$ cat src/rtl/control_fsm_gen2.sv
// Second-generation control FSM: Init/Fetch/Decode/Execute sequencing for the
// single-cycle datapath, with jumps, a variable load latency, Run-resume and sticky illegal-opcode flag.
module control_fsm_gen2 #(
  parameter int OP_W    = 4,
  parameter int RA_W    = 4,
  parameter int DA_W    = 8,
  parameter int PA_W    = 8,
  parameter int ALU_W   = 3,
  parameter int MEM_LAT = 1,
  parameter int IR_W    = OP_W + DA_W + RA_W
) (
  input  logic              Clk,
  input  logic              Reset,
  input  logic [IR_W-1:0]   IR,
  input  logic              Zero,
  input  logic              Run,
  output logic              PC_clr,
  output logic              PC_up,
  output logic              PC_ld,
  output logic [PA_W-1:0]   PC_addr,
  output logic              IR_ld,
  output logic [DA_W-1:0]   D_addr,
  output logic              D_wr,
  output logic              RF_s,
  output logic              RF_W_en,
  output logic [RA_W-1:0]   RF_W_addr,
  output logic [RA_W-1:0]   RF_Ra_addr,
  output logic [RA_W-1:0]   RF_Rb_addr,
  output logic [ALU_W-1:0]  Alu_s0,
  output logic              Halted,
  output logic              Illegal,
  output logic [3:0]        CurrentState,
  output logic [3:0]        NextState
);

  localparam int L     = IR_W - OP_W;
  localparam int CNT_W = $clog2(MEM_LAT + 1);

  localparam logic [3:0] S_INIT   = 4'd0;
  localparam logic [3:0] S_FETCH  = 4'd1;
  localparam logic [3:0] S_DECODE = 4'd2;
  localparam logic [3:0] S_NOOP   = 4'd3;
  localparam logic [3:0] S_STORE  = 4'd4;
  localparam logic [3:0] S_LOADA  = 4'd5;
  localparam logic [3:0] S_LOADB  = 4'd6;
  localparam logic [3:0] S_ALU    = 4'd7;
  localparam logic [3:0] S_JMP    = 4'd8;
  localparam logic [3:0] S_JZ     = 4'd9;
  localparam logic [3:0] S_HALT   = 4'd10;

  localparam logic [OP_W-1:0] OP_NOOP  = OP_W'(0);
  localparam logic [OP_W-1:0] OP_STORE = OP_W'(1);
  localparam logic [OP_W-1:0] OP_LOAD  = OP_W'(2);
  localparam logic [OP_W-1:0] OP_ADD   = OP_W'(3);
  localparam logic [OP_W-1:0] OP_SUB   = OP_W'(4);
  localparam logic [OP_W-1:0] OP_HALT  = OP_W'(5);
  localparam logic [OP_W-1:0] OP_JMP   = OP_W'(6);
  localparam logic [OP_W-1:0] OP_JZ    = OP_W'(7);

  logic [OP_W-1:0]  opcode;
  logic [CNT_W-1:0] wait_cnt;
  logic             bad_opcode;

  assign opcode = IR[IR_W-1 -: OP_W];

  always_ff @(posedge Clk or posedge Reset) begin
    if (Reset) CurrentState <= S_INIT;
    else       CurrentState <= NextState;
  end

  // The counter is armed on the Decode->LoadA transition so LoadA lasts MEM_LAT cycles.
  always_ff @(posedge Clk or posedge Reset) begin
    if (Reset)
      wait_cnt <= '0;
    else if (CurrentState == S_DECODE && NextState == S_LOADA)
      wait_cnt <= CNT_W'(MEM_LAT - 1);
    else if (CurrentState == S_LOADA && wait_cnt != '0)
      wait_cnt <= wait_cnt - CNT_W'(1);
  end

  always_ff @(posedge Clk or posedge Reset) begin
    if (Reset)                                       Illegal <= 1'b0;
    else if (CurrentState == S_DECODE && bad_opcode) Illegal <= 1'b1;
  end

  always_comb begin
    NextState  = S_INIT;
    bad_opcode = 1'b0;
    case (CurrentState)
      S_INIT:   NextState = S_FETCH;
      S_FETCH:  NextState = S_DECODE;
      S_DECODE: begin
        case (opcode)
          OP_NOOP:        NextState = S_NOOP;
          OP_STORE:       NextState = S_STORE;
          OP_LOAD:        NextState = S_LOADA;
          OP_ADD, OP_SUB: NextState = S_ALU;
          OP_HALT:        NextState = S_HALT;
          OP_JMP:         NextState = S_JMP;
          OP_JZ:          NextState = S_JZ;
          default: begin
            NextState  = S_HALT;
            bad_opcode = 1'b1;
          end
        endcase
      end
      S_NOOP:   NextState = S_FETCH;
      S_STORE:  NextState = S_FETCH;
      S_LOADA:  NextState = (wait_cnt == '0) ? S_LOADB : S_LOADA;
      S_LOADB:  NextState = S_FETCH;
      S_ALU:    NextState = S_FETCH;
      S_JMP:    NextState = S_FETCH;
      S_JZ:     NextState = S_FETCH;
      S_HALT:   NextState = Run ? S_FETCH : S_HALT;
      default:  NextState = S_INIT;
    endcase
  end

  always_comb begin
    PC_clr     = 1'b0;
    PC_up      = 1'b0;
    PC_ld      = 1'b0;
    PC_addr    = '0;
    IR_ld      = 1'b0;
    D_addr     = '0;
    D_wr       = 1'b0;
    RF_s       = 1'b0;
    RF_W_en    = 1'b0;
    RF_W_addr  = '0;
    RF_Ra_addr = '0;
    RF_Rb_addr = '0;
    Alu_s0     = '0;
    Halted     = 1'b0;
    case (CurrentState)
      S_INIT:  PC_clr = 1'b1;
      S_FETCH: begin
        IR_ld = 1'b1;
        PC_up = 1'b1;
      end
      S_STORE: begin
        D_addr     = IR[DA_W-1:0];
        D_wr       = 1'b1;
        RF_Ra_addr = IR[L-1 -: RA_W];
      end
      S_LOADA, S_LOADB: begin
        D_addr    = IR[L-1 -: DA_W];
        RF_s      = 1'b1;
        RF_W_addr = IR[RA_W-1:0];
        RF_W_en   = (CurrentState == S_LOADB);
      end
      S_ALU: begin
        RF_Ra_addr = IR[L-1 -: RA_W];
        RF_Rb_addr = IR[L-RA_W-1 -: RA_W];
        RF_W_addr  = IR[RA_W-1:0];
        RF_W_en    = 1'b1;
        if (opcode == OP_ADD)      Alu_s0 = ALU_W'(1);
        else if (opcode == OP_SUB) Alu_s0 = ALU_W'(2);
      end
      S_JMP: begin
        PC_ld   = 1'b1;
        PC_addr = IR[PA_W-1:0];
      end
      S_JZ: begin
        PC_ld   = Zero;
        PC_addr = IR[PA_W-1:0];
      end
      S_HALT:  Halted = 1'b1;
      default: ;
    endcase
  end

endmodule

$ cat config.mk
export PLATFORM = sky130hd
export DESIGN_NAME = control_fsm_gen2
export DESIGN_NICKNAME = d
export VERILOG_FILES = /design/src/rtl/control_fsm_gen2.sv
export SDC_FILE = /design/constraint.sdc
export NUM_CORES = 1
export LEC_CHECK = 0
export ABC_AREA = 1
export CAP_MARGIN = 20
export CELL_PAD_IN_SITES_DETAIL_PLACEMENT = 1
export CELL_PAD_IN_SITES_GLOBAL_PLACEMENT = 2
export CORE_ASPECT_RATIO = 1.75
export CORE_UTILIZATION = 24
export CTS_CLUSTER_SIZE = 30
export DETAILED_ROUTE_END_ITERATION = 16
export DONT_BUFFER_PORTS = 1
export PLACE_DENSITY_LB_ADDON = 0.25
export SLEW_MARGIN = 20
export SYNTH_ARGS = -nofsm -noshare
export SYNTH_HDL_FRONTEND = slang
export SYNTH_SLANG_ARGS = --single-unit
$ cat constraint.sdc
create_clock -name Clk -period 1.6 [get_ports Clk]
set_input_delay 0.4 -clock Clk [delete_from_list [all_inputs] [get_ports Clk]]
set_output_delay 0.4 -clock Clk [all_outputs]
set_load 0.02 [all_outputs]
==> impl_summary.log <==
[metrics] launch point of the worst hold path: IR[15]
[metrics] startpoint types: flip-flop
[metrics] total number of vias: 1012
[metrics] DRC marker count from the first detailed-route iteration: 3
[metrics] endpoints failing setup: 42
[metrics] Clock Power Share: 0.103
[metrics] DP Area: 1150 sq um
[metrics] die height: 71.8 um
[metrics] RSZ-0062 raised after global routing: yes
[metrics] hold path cells: 3
[metrics] library cell with the largest summed area after synthesis: dfrtp_1
[metrics] required time at the endpoint of the critical path: 1.20 ns
[metrics] cell with the most instances after synthesis: nor2_1
[metrics] register bit total from synthesis: 6
[metrics] effective utilization at floorplan: 0.251
[metrics] hold endpoint: Illegal
[metrics] final worst setup slack: -0.217 ns
[metrics] outcome: complete, but fails checks
[metrics] number of port buffers: 0
[metrics] violations in the final reports: setup timing
[metrics] EDFF count, synth: 0
[metrics] total number of H-tree levels: 1
[metrics] Antenna Violating Nets Remaining: 0
[metrics] part of the Yosys area used for sequential elements: 0.225
[metrics] total leakage power: 0.705 nW
[metrics] number of CTS-inserted buffers: 3
[metrics] switching power share of the total: 0.535
[metrics] all-layer global routing usage: 0.213
[metrics] clock latency of the later-clocked register in the worst-skew pair: 0.22 ns
[metrics] switching power: 1.24 mW
[metrics] synthesized area divided by synthesized cell count: 5.26 sq um
[metrics] data arrival time at the worst-slack endpoint: 1.42 ns
[metrics] portion of synthesized cell area occupied by the leading cell type: 0.225
[metrics] Crit Reg-Reg Endpoint: wait_cnt
[metrics] final number of max-transition violations: 0
[metrics] clock tree from TritonCTS: built
[metrics] n_diodes: 0
[metrics] Tightest Hold Check Type: input pin to flip-flop
[metrics] Area growth syn-to-layout: 113%
[metrics] Final Hold Vio Count: 0
[metrics] Comb pwr share: 0.772
[metrics] IR Drop Worst-Case VDD: 1.30 mV
[metrics] total wirelength of the detailed-routed design: 3100 um
[metrics] post-layout minimum cycle time: 1.82 ns
[metrics] capturing element type of the critical path: primary output
[metrics] wire length per cell: 15.2 um
[metrics] routability congestion estimate: 0.858
[metrics] path depth of the worst reg2reg path: 10
[metrics] Int Power: 1.08 mW
[metrics] row count: 25
[metrics] Worst R2R Start: CurrentState[2]
[metrics] die width: 41.9 um
[metrics] Synth cell types: 16
[metrics] clock input transition at the sequential cells of the worst setup and hold paths: 0.04 ns
[metrics] library cell used as clock root buffer: clkbuf_8
[metrics] via density per instance: 4.96
[metrics] core area: 2660 sq um
[metrics] Cell Pwr Density: 1630 nW/um^2
[metrics] number of buffers on the longest clock path: 2
[metrics] post-synthesis async set-or-reset flop share: 1.00
[metrics] reg-to-reg setup timing slack: 0.09 ns
[metrics] Design Area, Final: 1430 sq um
[metrics] Crit Path Class: flip-flop to primary output
[metrics] Fin Clk Skew: 0.00859 ns
[metrics] Remaining Overflow, GRT: 0
[metrics] largest net degree at the start of global routing: 10
[metrics] max-cap violation count: 0
[metrics] ports placed on the boundary: 68
[metrics] number of antenna violations at the first check in global routing: 0
[metrics] fill cell count: 340
[metrics] top achievable clock speed: 550 MHz
[metrics] Most used DFF post-synth: dfrtp_1
[metrics] pre-CTS worst setup slack: -0.0683 ns
[metrics] Min Hold Slack: 0.483 ns
[metrics] most instantiated cells after synthesis: nor2_1, inv_1, nand2_1
[metrics] count of yosys warnings during synthesis: 0
[metrics] half-perimeter wire length after detailed placement: 2460 um
[metrics] Post-Synthesis Cells: 127
[metrics] first-pass GRT wire length: 5000 um
[metrics] total DRC errors in the routed layout: 0
[metrics] first-pass iteration count of the detailed router: 4
[metrics] combined area of all synthesized cells: 668 sq um
[metrics] fraction of power consumed by sequential logic: 0.125
[metrics] Total Nets Final: 198
[metrics] via count of the first global-routing pass: 1125
[metrics] Mapped Nets: 147
[metrics] die outline area: 3010 sq um
[metrics] biggest area contributors in the synthesized netlist: dfrtp_1, nor2_1, inv_1
[metrics] clock tree sinks: 6
[metrics] fraction of layout instances using a drive strength above 1: 0.582
[metrics] Worst Path Max Fanout: 6
[metrics] Period Utilization, post-route: 1.14
-- stage by stage --
| stage | power (mW) | utilization | cells | TNS [ns] |
|---|---|---|---|---|
| final | 2.32 | 0.536 | 204 | -5.27 |
| after global routing | 2.47 | 0.536 | 204 | -7.91 |
| after CTS | 2.22 | 0.514 | 201 | -6.53 |
| after detailed placement | 1.68 | 0.433 | 190 | -0.493 |
| after global placement | 1.66 | 0.433 | 190 | -0.197 |
| after floorplan | 1.15 | - | 127 | -0.592 |
-- cell usage in the layout, fill, tap and decap left out, types with 2 or more instances in the layout --
cell,instances
inv_1,19
nand2_1,14
buf_6,4
dfrtp_2,4
nand3b_1,2
nand3_2,2
buf_4,41
o22ai_4,8
nor2_1,22
nor2_4,13
clkbuf_8,3
inv_2,8
nor2_2,5
nand3_1,8
inv_4,2
dfrtp_1,2
nand2_2,4
nand2_4,4
-- how the worst max path moves through the flow --
stage | from | to | cells past startpoint
finish | CurrentState[2] | NextState[1] | 5
global placement | CurrentState[3] | D_addr[2] | 5
CTS | CurrentState[3] | D_addr[5] | 5
global route | CurrentState[1] | NextState[1] | 6
floorplan | CurrentState[3] | D_addr[2] | 5
detailed placement | CurrentState[3] | D_addr[2] | 5
-- power groups by stage --
stage	Clock, mW	Combinational (mW)	Sequential (mW)
3_3_place_gp	0	1.38	0.278
4_1_cts	0.245	1.69	0.287
6_report	0.239	1.79	0.290
5_1_grt	0.250	1.91	0.304
2_1_floorplan	0	0.832	0.320
3_5_place_dp	0	1.40	0.285
-- cells by family after synthesis --
logic type	after synthesis	share of synthesized area
other cells	1	0.00561
compound gates	12	0.110
buf+inv	32	0.191
flops	6	0.225
simple gates	76	0.468
-- registers in the layout, indices dropped and copies added, names as in the netlist --
signal and cells:
CurrentState 4, Illegal 1, wait_cnt 1
-- per-layer routing --
| metal | vias to the layer above | share of wire | GRT usage |
|---|---|---|---|
| met5 | - | 0 | 0 |
| met4 | 0 | 0.0071 | 0.0645 |
| met3 | 2 | 0.059 | 0.0378 |
| met2 | 50 | 0.65 | 0.484 |
| met1 | 473 | 0.29 | 0.162 |
| li1 | 487 | - | - |
-- critical path: stages, from the launching register on --
cell and delay (ns):
dfrtp_2 0.46, nor2_2 0.24, nand3_2 0.17, nand3_1 0.16, a21oi_2 0.06, inv_2 0.11
-- layout make-up --
type / count / area (sq um) / share of cell area
multi-input combinational: 90 / 686 / 0.481
clock buffer: 4 / 45.0 / 0.0316
inverter: 30 / 123 / 0.0860
timing repair buffer: 47 / 383 / 0.269
sequential: 6 / 155 / 0.109
tap: 27 / 33.8 / 0.0237
-- what timing repair did --
action,in CTS,in global routing
hold buffers,1,0
cloned,1,0
hold endpoints to repair,6,0
pin swaps,13,7
setup endpoints to repair,42,42
buffers inserted,5,3
gates resized for setup,35,11
(Power assumes the default switching activity.)
